File: config.mk
export PLATFORM = sky130hd
export DESIGN_NAME = fetch_sequencer
export DESIGN_NICKNAME = d
export VERILOG_FILES = /design/src/rtl/fetch_sequencer.sv
export SDC_FILE = /design/constraint.sdc
export NUM_CORES = 1
export LEC_CHECK = 0
export ABC_AREA = 1
export ABC_CLOCK_PERIOD_IN_PS = 1800
export CAP_MARGIN = 20
export CORE_MARGIN = 5
export CORE_UTILIZATION = 43
export CTS_CLUSTER_DIAMETER = 120
export DETAILED_ROUTE_END_ITERATION = 8
export HOLD_SLACK_MARGIN = 0.06
export PLACE_DENSITY = 0.9
export SLEW_MARGIN = 20
export SYNTH_ARGS = -nofsm -noshare
export SYNTH_HDL_FRONTEND = slang
export SYNTH_SLANG_ARGS = --single-unit
File: constraint.sdc
create_clock -name clk -period 1.8 [get_ports clk]
set_input_delay 0.54 -clock clk [delete_from_list [all_inputs] [get_ports clk]]
set_output_delay 0.54 -clock clk [all_outputs]
set_load 0.03 [all_outputs]
File: src/rtl/fetch_sequencer.sv
// Instruction-fetch sequencer: owns the 9-bit PC, issues one-shot word reads, and
// freezes across unresolved branches. Optional FETCH_PERF_EN adds fetch/branch-stall counters.
module fetch_sequencer #(
  parameter logic [8:0] RESET_PC    = 9'd0,
  parameter logic [5:0] HALT_OPCODE = 6'd63,
  parameter logic [5:0] BR_OP_LO    = 6'd15,
  parameter logic [5:0] BR_OP_HI    = 6'd20
) (
  input  logic        clk,
  input  logic        rst_n,
  output logic        imem_req,
  output logic [8:0]  imem_addr,
  input  logic [31:0] imem_rdata,
  input  logic        imem_valid,
  input  logic        stall,
  input  logic        resolve_valid,
  input  logic [8:0]  new_PC,
  output logic [31:0] inst_reg,
  output logic [8:0]  PC,
  output logic        inst_valid,
  output logic        halted
`ifdef FETCH_PERF_EN
  ,
  output logic [15:0] fetch_count,
  output logic [15:0] br_stall_cycles
`endif
);

  localparam logic [2:0] S_IDLE    = 3'd0;
  localparam logic [2:0] S_REQ     = 3'd1;
  localparam logic [2:0] S_WAIT    = 3'd2;
  localparam logic [2:0] S_OUT     = 3'd3;
  localparam logic [2:0] S_BR_WAIT = 3'd4;
  localparam logic [2:0] S_HALT    = 3'd5;

  logic [2:0] state;
  logic [2:0] state_next;
  logic [8:0] fetch_pc;
  logic [5:0] opcode;
  logic       is_branch;
  logic       is_halt;

  assign opcode    = inst_reg[31:26];
  assign is_branch = (opcode >= BR_OP_LO) && (opcode <= BR_OP_HI);
  assign is_halt   = (opcode == HALT_OPCODE);

  // Request and halt are pure state decodes, so reset clears them combinationally.
  assign imem_req  = (state == S_REQ);
  assign imem_addr = imem_req ? fetch_pc : 9'd0;
  assign halted    = (state == S_HALT);

  // NOTE: every combinational output gets a default before the case, so no path can infer a latch.
  always_comb begin
    state_next = state;
    unique case (state)
      S_IDLE:    state_next = S_REQ;
      S_REQ:     state_next = S_WAIT;
      S_WAIT:    if (imem_valid) state_next = S_OUT;
      S_OUT: begin
        if (!stall) begin
          if (is_branch)    state_next = S_BR_WAIT;
          else if (is_halt) state_next = S_HALT;
          else              state_next = S_REQ;
        end
      end
      S_BR_WAIT: if (resolve_valid) state_next = S_REQ;
      S_HALT:    state_next = S_HALT;
      default:   state_next = S_IDLE;
    endcase
  end

  // NOTE: sequential state uses non-blocking assignments so all registers update from pre-edge values.
  always_ff @(posedge clk or negedge rst_n) begin
    if (!rst_n) begin
      state      <= S_IDLE;
      fetch_pc   <= RESET_PC;
      inst_reg   <= 32'd0;
      PC         <= 9'd0;
      inst_valid <= 1'b0;
    end else begin
      state <= state_next;
      unique case (state)
        S_WAIT: begin
          if (imem_valid) begin
            inst_reg   <= imem_rdata;
            PC         <= fetch_pc + 9'd1;
            fetch_pc   <= fetch_pc + 9'd1;
            inst_valid <= 1'b1;
          end
        end
        S_OUT:     if (!stall) inst_valid <= 1'b0;
        S_BR_WAIT: if (resolve_valid) fetch_pc <= new_PC;
        default:   ;
      endcase
    end
  end

`ifdef FETCH_PERF_EN
  always_ff @(posedge clk or negedge rst_n) begin
    if (!rst_n) begin
      fetch_count     <= 16'd0;
      br_stall_cycles <= 16'd0;
    end else begin
      if (imem_req && (fetch_count != 16'hFFFF))
        fetch_count <= fetch_count + 16'd1;
      if ((state == S_BR_WAIT) && (br_stall_cycles != 16'hFFFF))
        br_stall_cycles <= br_stall_cycles + 16'd1;
    end
  end
`endif

endmodule

==> results.txt <==
----------------------------------------------------
[Status]
  Result of the run ... complete, but fails checks
  Failing checks ... setup timing

[Finish]
  Relative area change from synthesis to final layout ... 55.9%
  Number of flip-flops under the largest register name ... 32
  Post-layout nets ... 465
  Fraction of final layout cells sized beyond drive strength 1 ... 14.3%
  Sequential cell area ... 1350 um2
  Antenna cells ... 0
  Area occupied by multi-input gates ... 1060 um2
  Fin area ... 3800 um2
  Fillcell total ... 452
  Final core utilization ... 69.0%

[Worst hold path]
  Worst hold path type ... in2async

[Worst setup path]
  Crit Path Max Fanout ... 5
  Crit path depth ... 5
  Crit path max-delay family ... buffers and inverters
  Reg-to-reg startpoint ... state[2]$_DFFE_PN0P_
  Critical path's slowest cell ... dfrtp_1
  Reg2reg path depth ... 10
  Bufs and invs on worst path ... 3
  Slack of the worst reg-to-reg path ... 0.04 ns
  Cell chain of the critical path ... nor3_4, buf_6, clkinv_4, nor2_4, buf_4
  Sort of element at the start of the critical path ... flip-flop
  Critical R2R Capture ... fetch_pc[6]$_DFFE_PN0P_
  Required @ worst endpoint ... 1.26 ns
  Crit path capture ... imem_addr[5]
  Worst setup EP type ... output port
  Crit path DAT ... 1.44 ns
  Worst setup path startpoint ... state[1]$_DFFE_PN0P_
  Crit Path Category ... reg2out
  Maximum single-stage delay on the critical path ... 0.42 ns

[Synth]
  Number of enable flip-flop cells after synthesis ... 0
  Library cell with the highest instance count after synthesis ... nand2_1
  FFs w/ async S/R, synth ... 100%
  Top cells by instance count after synthesis ... 139 x nand2_1, 54 x dfrtp_1, 30 x nor2_1
  Syn Area/Cell ... 7.96 um2
  Number of instances in the synthesized netlist ... 306
  Top cell type's share of synthesized area ... 55.5%
  Net count after synthesis ... 353
  Share of synthesized area occupied by flip-flops and latches ... 55.5%
  Flip-flop and latch count after synthesis ... 54
  Netlist cell types ... 24
  Largest cells by area after synthesis ... dfrtp_1 55%, nand2_1 21%, nor2_1 4.6%
  Cell type with the largest total area after synthesis ... dfrtp_1
  Yosys Warn Count ... 0
  Cell Area, Synth ... 2440 um2
  Predominant post-synthesis flop cell ... dfrtp_1

[Clock tree]
  Clock transition at path regs ... 0.10 ns
  Buffer cell driving the clock tree root ... clkbuf_8
  Clock insertion delay at the later pin of the skew report ... 0.31 ns
  Max H-tree Level ... 2
  TritonCTS Buffers ... 5
  CTS tree ... done
  Num Clock Sinks ... 54
  Buffer depth of the longest clock path ... 2
  Cts-stage hold buffer count ... 0

[GRT]
  Largest net degree at the start of global routing ... 55
  Number of global-route vias before repair ... 2,480
  All-layer global routing usage ... 20.2%
  Initial antenna violation count ... 0
  Wire length of the first global-routing pass ... 11,800 um
  Overflow left after global routing ... 0

[Placed design]
  Buffers added on ports ... 98
  HPWL Detailed ... 5230 um
  Placed Area ... 3640 um2
  Weighted congestion at the end of routability-driven global placement ... 0.847

[Timing]
  Worst Tran Pin Value ... 0.385 ns
  RSZ-0062 raised after global routing ... true
  Minimum clock period ... 1.98 ns
  Final number of setup-violating endpoints ... 11
  Max Transition Viols Final ... 0
  Worst setup slack after layout ... -0.183 ns
  Final hold violation count ... 0
  Relative slew margins ... 74.2%
  Setup TNS after final layout ... -1.80 ns
  Final period utilization ... 110%
  Final setup skew ... 0.00738 ns
  Achievable clock frequency ... 0.504 GHz
  Tightest hold margin ... 0.198 ns

[Routing]
  DRC ... 0
  Antenna-violating nets left ... 0
  Detailed-routing iteration count for the pre-antenna-repair pass ... 4
  Final WL ... 7130 um
  Number of vias in the routed layout ... 2,394
  DRC violation total after the first TritonRoute iteration ... 135
  Average wire per standard cell ... 14.5 um
  Vias/cell ... 4.88

[Run]
  Max Cap Viol ... 0

[Floorplanning]
  Area of the core ... 5510 um2
  Initial standard-cell utilization of the core ... 44.2%
  Die X-Extent ... 85.3 um
  Die Outline Area ... 7270 um2
  Number of I/O pins ... 99
  Placement Rows ... 27
  Height of the chip ... 85.3 um

[Pwr]
  Worst vdd rail ir drop ... 0.00108 V
  Power density over the cells ... 1870 nW/um2
  Pleak ... 1.95 nW

----------------------------------------------------
-- cells by family (layout without fill, tap and decap cells) --
logic type      count (synthesis)  in the layout  synth area share (%)
simple gates                  189            189                  31.1
flops                          54             54                  55.5
buf+inv                        32            145                  5.60
compound gates                 25             25                  5.55
xor+xnor                        5              5                  1.80
fa+ha+maj                       1              1                 0.514
-- how the worst min path moves through the flow --
stage	depth (start not counted)	slack (ns)	end	start
6_report	2	0.20	inst_reg[31]$_DFFE_PN0P_	rst_n
5_1_grt	2	0.21	inst_reg[31]$_DFFE_PN0P_	rst_n
4_1_cts	2	0.21	inst_reg[31]$_DFFE_PN0P_	rst_n
3_5_place_dp	2	0.46	inst_reg[0]$_DFFE_PN0P_	inst_reg[0]$_DFFE_PN0P_
3_3_place_gp	2	0.46	inst_reg[3]$_DFFE_PN0P_	inst_reg[3]$_DFFE_PN0P_
2_1_floorplan	0	0.24	PC[0]$_DFFE_PN0P_	rst_n
-- final cells by class --
cell class              instances  share of cell area (%)
clock inverters                 3                   0.560
multi-input cells             220                    27.9
clock buffers                   5                    1.81
well taps                      72                    2.37
flip-flops and latches         54                    35.6
repair buffers                115                    29.1
repair inverters                1                   0.231
inverters                      21                    2.50
-- timing repair --
item / CTS / global route
buffers inserted: 3 / 3
setup endpoints to repair: 53 / 15
hold endpoints to repair: 0 / 0
gates resized for setup: 53 / 9
pin swaps: 2 / 1
gates cloned: 1 / 0
-- worst reg2reg max path: cells and delay by family (launching register included) --
kind	cells	cell delay (ns)
buffers and inverters	4	0.49
AO/OA/AOI/OAI	2	0.27
AND/OR/NAND/NOR	4	0.46
flip-flops	1	0.42
-- cells in the final DEF (no fill, tap or decap), types with 3 or more instances in the layout --
cell type / Yosys / final
clkbuf_8: 0 / 5
dfrtp_1: 54 / 54
nand3_1: 10 / 10
xor2_1: 5 / 5
o21ai_0: 13 / 13
nor2_4: 0 / 11
a31oi_1: 4 / 4
o21ai_1: 3 / 3
nand2_1: 139 / 138
buf_4: 2 / 16
nor2_1: 30 / 20
buf_12: 0 / 4
inv_1: 18 / 16
buf_6: 0 / 8
dlygate4sd2_1: 0 / 42
nor3_4: 1 / 3
clkdlybuf4s50_1: 0 / 44
inv_2: 2 / 3
-- metrics by stage --
step / std cells / total power [W] / setup slack (ns)
2_1_floorplan: 306 / 0.00472 / -0.199
3_3_place_gp: 477 / 0.00633 / 0.0795
3_5_place_dp: 477 / 0.00647 / -0.0193
4_1_cts: 489 / 0.00705 / -0.187
5_1_grt: 491 / 0.00756 / -0.250
6_report: 491 / 0.00709 / -0.183
-- power breakdown --
part / switching, W / internal (W)
Clock: 0.000416 / 0.000274
Sequential: 0.000399 / 0.00178
Combinational: 0.00270 / 0.00152
Total: 0.00352 / 0.00357
-- layer usage --
metal	vias to the layer above	track usage (%)	wire length, um
met1	1117	23.6	2770
met2	90	36.4	3700
met5	-	0	0
li1	1174	-	-
met3	13	5.63	551
met4	0	5.18	112
Note: power is estimated with default switching activity, not from simulation.
